[src/rtl/pwm_pkg.sv]
// rtl/pwm_pkg.sv - shared state encodings and default widths for the PWM break block
package pwm_pkg;

  localparam int NUM_OUT_DEF = 4;
  localparam int FLT_W_DEF   = 4;

  typedef enum logic [1:0] {
    ST_IDLE    = 2'd0,
    ST_RUN     = 2'd1,
    ST_BREAK   = 2'd2,
    ST_WAIT_UE = 2'd3
  } brk_state_e;

endpackage

[src/rtl/pwm_brk_filter.sv]
// rtl/pwm_brk_filter.sv - break pin polarity, 2-flop synchronizer and consecutive-sample filter
module pwm_brk_filter #(
  parameter int FLT_W = 4
) (
  input  logic             clk,
  input  logic             rst,
  input  logic             brk_pin,
  input  logic             brk_pol,
  input  logic             brk_en,
  input  logic [FLT_W-1:0] flt_len,
  output logic             brk_s,
  output logic             trip
);

  logic             brk_meta;
  logic [FLT_W-1:0] cnt;
  logic             brk_act;

  // Polarity is folded in before the synchronizer so both flops carry the active level.
  assign brk_act = brk_pin ^ brk_pol;

  // Two-flop synchronizer for the asynchronous fault pin.
  always_ff @(posedge clk or posedge rst) begin
    if (rst) begin
      brk_meta <= 1'b0;
      brk_s    <= 1'b0;
    end else begin
      brk_meta <= brk_act;
      brk_s    <= brk_meta;
    end
  end

  // Count consecutive active samples; saturate at all-ones, drop to zero on any inactive sample.
  always_ff @(posedge clk or posedge rst) begin
    if (rst) begin
      cnt <= '0;
    end else if (brk_s && brk_en) begin
      if (cnt != '1) cnt <= cnt + 1'b1;
    end else begin
      cnt <= '0;
    end
  end

  // Trip fires on the sample after flt_len extra active samples have been seen.
  assign trip = brk_s && brk_en && (cnt == flt_len);

endmodule

[src/rtl/pwm_break.sv]
// rtl/pwm_break.sv - PWM output gating with break input FSM; optional shoot-through guard via PWM_BREAK_SHOOT_GUARD_EN
module pwm_break
  import pwm_pkg::*;
#(
  parameter int NUM_OUT = NUM_OUT_DEF,
  parameter int FLT_W   = FLT_W_DEF
) (
  input  logic               clk_psc_i,
  input  logic               rst_i,
  input  logic [NUM_OUT-1:0] pwm_i,
  input  logic               update_event_i,
  input  logic               moe_i,
  input  logic               brk_i,
  input  logic               brk_en_i,
  input  logic               brk_pol_i,
  input  logic [FLT_W-1:0]   flt_len_i,
  input  logic [NUM_OUT-1:0] safe_lvl_i,
  input  logic               auto_rearm_i,
  input  logic               clr_i,
  output logic [NUM_OUT-1:0] pwm_o,
  output logic               brk_flag_o,
  output logic [1:0]         state_o
`ifdef PWM_BREAK_SHOOT_GUARD_EN
  ,
  output logic               xguard_flag_o
`endif
);

  brk_state_e         state;
  brk_state_e         nxt;
  logic               brk_s;
  logic               trip;
  logic [NUM_OUT-1:0] run_val;
  logic               shoot;

  pwm_brk_filter #(.FLT_W(FLT_W)) u_filter (
    .clk     (clk_psc_i),
    .rst     (rst_i),
    .brk_pin (brk_i),
    .brk_pol (brk_pol_i),
    .brk_en  (brk_en_i),
    .flt_len (flt_len_i),
    .brk_s   (brk_s),
    .trip    (trip)
  );

  // Value driven while running; the guard replaces both legs of a pair that would conduct together.
  always_comb begin
    run_val = pwm_i;
    shoot   = 1'b0;
`ifdef PWM_BREAK_SHOOT_GUARD_EN
    for (int k = 0; k < NUM_OUT / 2; k++) begin
      if (pwm_i[2*k] && pwm_i[2*k+1]) begin
        run_val[2*k]   = safe_lvl_i[2*k];
        run_val[2*k+1] = safe_lvl_i[2*k+1];
        shoot          = 1'b1;
      end
    end
`endif
  end

  // Next-state selection; a trip overrides every other request from any state.
  always_comb begin
    nxt = state;
    if (trip) begin
      nxt = ST_BREAK;
    end else begin
      case (state)
        ST_IDLE:    if (update_event_i && moe_i) nxt = ST_RUN;
        ST_RUN:     if (!moe_i) nxt = ST_IDLE;
        ST_BREAK:   if (!brk_s && (clr_i || auto_rearm_i)) nxt = ST_WAIT_UE;
        ST_WAIT_UE: begin
          if (!moe_i) nxt = ST_IDLE;
          else if (update_event_i) nxt = ST_RUN;
        end
        default:    nxt = ST_IDLE;
      endcase
    end
  end

  // State, gated outputs and sticky flags; outputs follow the state being entered so a trip gates immediately.
  always_ff @(posedge clk_psc_i or posedge rst_i) begin
    if (rst_i) begin
      state      <= ST_IDLE;
      pwm_o      <= '0;
      brk_flag_o <= 1'b0;
    end else begin
      state <= nxt;
      pwm_o <= (nxt == ST_RUN) ? run_val : safe_lvl_i;
      if (trip) brk_flag_o <= 1'b1;
      else if (clr_i && !brk_s) brk_flag_o <= 1'b0;
    end
  end

`ifdef PWM_BREAK_SHOOT_GUARD_EN
  // Sticky record of any guarded cycle; a new event wins over a simultaneous clear.
  always_ff @(posedge clk_psc_i or posedge rst_i) begin
    if (rst_i) xguard_flag_o <= 1'b0;
    else if ((nxt == ST_RUN) && shoot) xguard_flag_o <= 1'b1;
    else if (clr_i) xguard_flag_o <= 1'b0;
  end
`else
  logic unused_shoot;
  assign unused_shoot = shoot;
`endif

  assign state_o = state;

endmodule

[config.mk]
export PLATFORM = sky130hd
export DESIGN_NAME = pwm_break
export DESIGN_NICKNAME = d
export VERILOG_FILES = /design/src/rtl/pwm_pkg.sv /design/src/rtl/pwm_brk_filter.sv /design/src/rtl/pwm_break.sv
export SDC_FILE = /design/constraint.sdc
export NUM_CORES = 1
export LEC_CHECK = 0
export ABC_AREA = 0
export CORE_MARGIN = 4
export CORE_UTILIZATION = 40
export CTS_CLUSTER_DIAMETER = 150
export DETAILED_ROUTE_END_ITERATION = 7
export PLACE_DENSITY = 0.77
export SLEW_MARGIN = 20
export SYNTH_ARGS = -nofsm -noshare
export SYNTH_HDL_FRONTEND = slang
export SYNTH_SLANG_ARGS = --single-unit
export TNS_END_PERCENT = 20
[constraint.sdc]
create_clock -name clk_psc_i -period 1.8 [get_ports clk_psc_i]
set_input_delay 0.54 -clock clk_psc_i [delete_from_list [all_inputs] [get_ports clk_psc_i]]
set_output_delay 0.54 -clock clk_psc_i [all_outputs]
set_load 0.1 [all_outputs]
==> impl_metrics.env, run 1 <==
export IMPL_stdcell_area_sq_um=1050
export IMPL_endpoint_kind="register"
export IMPL_regArea_sq_um=333
export IMPL_drt_initial_drc_count=6
export IMPL_status="finished, final reports clean"
export IMPL_globalRoute_totalOverflow=0
export IMPL_hp_class="register to register"
export IMPL_wl_um=1180
export IMPL_synth_area_leaders="dfrtp_1 51%, mux2_4 9.4%, xnor2_1 5.5%"
export IMPL_critPathMaxFanout=4
export IMPL_async_flop_share_pct=100
export IMPL_finalHoldViolations=0
export IMPL_io_pins=28
export IMPL_path_cells="dlygate4sd2_1, nor2_1, or4_4, o21ai_4, nand3_4, mux2_4"
export IMPL_yosys_warnings=0
export IMPL_synth_most_common_cell="dfrtp_1"
export IMPL_synth_area_sq_um=638
export IMPL_fmax_mhz=589
export IMPL_cts_buffers=3
export IMPL_htreeDepth=1
export IMPL_p_clk_share_pct=21.3
export IMPL_crit_required_ns=1.96
export IMPL_synth_top_family_by_area="simple AND/OR/NAND/NOR gates"
export IMPL_fin_cells=103
export IMPL_die_x_um=47.9
export IMPL_final_core_util_pct=69.4
export IMPL_antenna_found_initial=0
export IMPL_ys_ff_latch=13
export IMPL_start_util_pct=42.4
export IMPL_grt_pass1_vias=446
export IMPL_synth_edff_count=0
export IMPL_setup_viol=0
export IMPL_cts_setup_buffers=0
export IMPL_drv_slew=0
export IMPL_vias_per_cell=4.83
export IMPL_synth_avg_cell_area_sq_um=11.8
export IMPL_cts_sinks=13
export IMPL_pwr_share_comb_pct=37.2
export IMPL_synth_distinct_cells=21
export IMPL_vias=497
export IMPL_ctsHoldBuffers=0
export IMPL_layout_drive_gt1_share_pct=28.7
export IMPL_switching_share_pct=34.8
export IMPL_cp_start_kind="primary input"
export IMPL_hpwl_um=990
export IMPL_cap_violations=0
export IMPL_grt_max_degree=14
export IMPL_diodes=0
export IMPL_p_int_mw=0.538
export IMPL_slowest_stage="or4_4"
export IMPL_synthMuxAreaShare_pct=11.0
export IMPL_max_slew_margin_pct=68.3
export IMPL_fillCellCount=114
export IMPL_synth_main_ff_cell="dfrtp_1"
export IMPL_synth_top_area_share_pct=51.0
export IMPL_synth_xor_area_share_pct=8.24
export IMPL_fin_crit_ns=1.70
export IMPL_chipHeight_um=47.9
export IMPL_ant_nets=0
export IMPL_dieArea_sq_um=2300
export IMPL_clk_pin_slew_worst_paths_ns=0.08
export IMPL_synth_seq_area_share_pct=51.0
export IMPL_cts_root_buf="clkbuf_4"
export IMPL_globalplace_congestion=0.644
export IMPL_critPathKind="primary input to register"
export IMPL_insertion_delay_ns=0.27
export IMPL_yosysTopAreaCell="dfrtp_1"
export IMPL_core_region_area_sq_um=1510
export IMPL_tightest_slew_ns=0.474
export IMPL_syn_nets=76
export IMPL_min_period_over_period_pct=94.3
export IMPL_core_rowCount=14
export IMPL_power_leakage_nw=0.474
export IMPL_postPlaceCellArea_sq_um=1020
export IMPL_yosys_top_cells_count="13 x dfrtp_1, 6 x nor2_1, 5 x nand2_1"
export IMPL_vdd_drop_max_mv=0.539
export IMPL_place_inst=99
export IMPL_cp_arrival_ns=1.85
export IMPL_synthAdderAreaFrac_pct=1.96
export IMPL_slowest_delay_ns=0.52
export IMPL_rsz0062_at_grt="no"
export IMPL_postSynthCellCount=54
export IMPL_cts_resized=2
export IMPL_p_per_area_nw_per_um2=788
export IMPL_grt_pass1_wl_um=1880
export IMPL_synthSimpleGateAreaFrac_pct=19.6
export IMPL_post_drt_wl_per_cell_um=11.5
export IMPL_finalClockSkew_ns=0.00350
export IMPL_syn_to_final_growth_pct=63.9
export IMPL_track_usage_pct=12.2
export IMPL_drtPass1Iterations=4
export IMPL_cts_tree="built"
export IMPL_num_nets_final=110
export IMPL_remaining_drc_errors=0
export IMPL_seq_power_share_pct=41.5
export IMPL_p_sw_mw=0.287
export IMPL_r2r_slack_ns=0.14
export IMPL_clk_path_buf_depth=2
export IMPL_multi_input_area_sq_um=298
export IMPL_port_buffers=27
export IMPL_synth_compound_area_share_pct=5.88
-- registers in the layout, summed over array words and instances, names as in the netlist --
signal and flops:
u_filter.cnt 4, state_o 2, pwm_o 4, u_filter.brk_s 1, brk_flag_o 1, u_filter.brk_meta 1
-- worst max-delay path, delay by kind of cell --
kind                   cells  cell delay [ns]
AO/OA/AOI/OAI              1             0.09
buffers and inverters      1             0.21
multiplexers               1             0.31
AND/OR/NAND/NOR            3             0.70
-- cell type report --
type / instances / area share, %
inverters: 4 / 1.44
multi-input cells: 37 / 28.5
well taps: 16 / 1.91
flip-flops and latches: 13 / 31.8
clock inverters: 1 / 0.478
repair buffers: 29 / 33.7
clock buffers: 3 / 2.15
-- per-layer routing --
metal	vias up	wire, um	track usage, %
li1	248	-	-
met1	229	477	15.9
met2	18	586	17.7
met3	2	93	3.38
met4	0	26	8.06
met5	-	0	0
-- metrics by stage --
step           setup slack (ns)  hold WS [ns]  power, mW  TNS [ns]
3_3_place_gp             -0.440         0.332      0.654     -1.85
2_1_floorplan          -0.00241         0.331      0.522  -0.00963
5_1_grt                  0.0546         0.362      0.862         0
4_1_cts                  0.0924         0.354      0.835         0
3_5_place_dp             -0.476         0.336      0.659     -2.00
6_report                  0.103         0.352      0.824         0
-- power groups by stage --
stage                     clock, mW  sequential, mW  combinational [mW]
after floorplan                   0           0.454              0.0680
after global placement            0           0.347               0.308
after detailed placement          0           0.348               0.311
after CTS                     0.182           0.342               0.311
after global routing          0.194           0.345               0.323
final                         0.175           0.342               0.307
-- logic make-up (layout without fill, tap and decap cells) --
family | Yosys count | after routing
DFF | 13 | 13
adders and majority gates | 1 | 1
AOI/OAI and AO/OA | 5 | 5
buffers and inverters | 4 | 37
xor gates and xnor gates | 6 | 6
muxes | 5 | 5
and+or+nand+nor | 20 | 20
-- cell usage in the layout (no fill, tap or decap) --
master | Yosys | final
clkdlybuf4s50_1 | 0 | 18
dfrtp_1 | 13 | 11
buf_12 | 0 | 7
nor2_1 | 6 | 6
nand2_1 | 5 | 5
xnor2_1 | 4 | 4
mux2_4 | 4 | 4
clkbuf_4 | 0 | 3
nand3_1 | 2 | 2
xor2_1 | 2 | 2
inv_2 | 1 | 2
o21ai_0 | 2 | 2
inv_1 | 3 | 2
nor3_1 | 2 | 2
dlygate4sd2_1 | 0 | 2
buf_4 | 0 | 2
dfrtp_4 | 0 | 2
mux2i_1 | 1 | 1
nand4_4 | 1 | 1
a21oi_1 | 1 | 1
or4_4 | 1 | 1
o21ai_4 | 1 | 1
and2_1 | 1 | 1
nand3_4 | 1 | 1
nor3b_1 | 1 | 1
a31oi_1 | 1 | 1
ha_1 | 1 | 1
clkinv_2 | 0 | 1
-- worst paths after layout --
check | startpoint | endpoint | cells after the start
setup / recovery | clr_i | pwm_o[2] | 6
hold / removal | u_filter.brk_meta | u_filter.brk_s | 0
setup reg to reg | state_o[1] | pwm_o[2] | 5
hold reg to reg | u_filter.brk_meta | u_filter.brk_s | 0
max in group asynchronous | rst_i | state_o[0] | 2
min in group asynchronous | rst_i | u_filter.brk_meta | 2
Power figures use the tool's default switching activity.
==> run 2: changes to the inputs <==
Settings changed: CTS_CLUSTER_SIZE set to 25, SLEW_MARGIN 20 to unset.
==> results of run 2 <==
The final DEF is identical to that of run 1; final timing and power are the same.
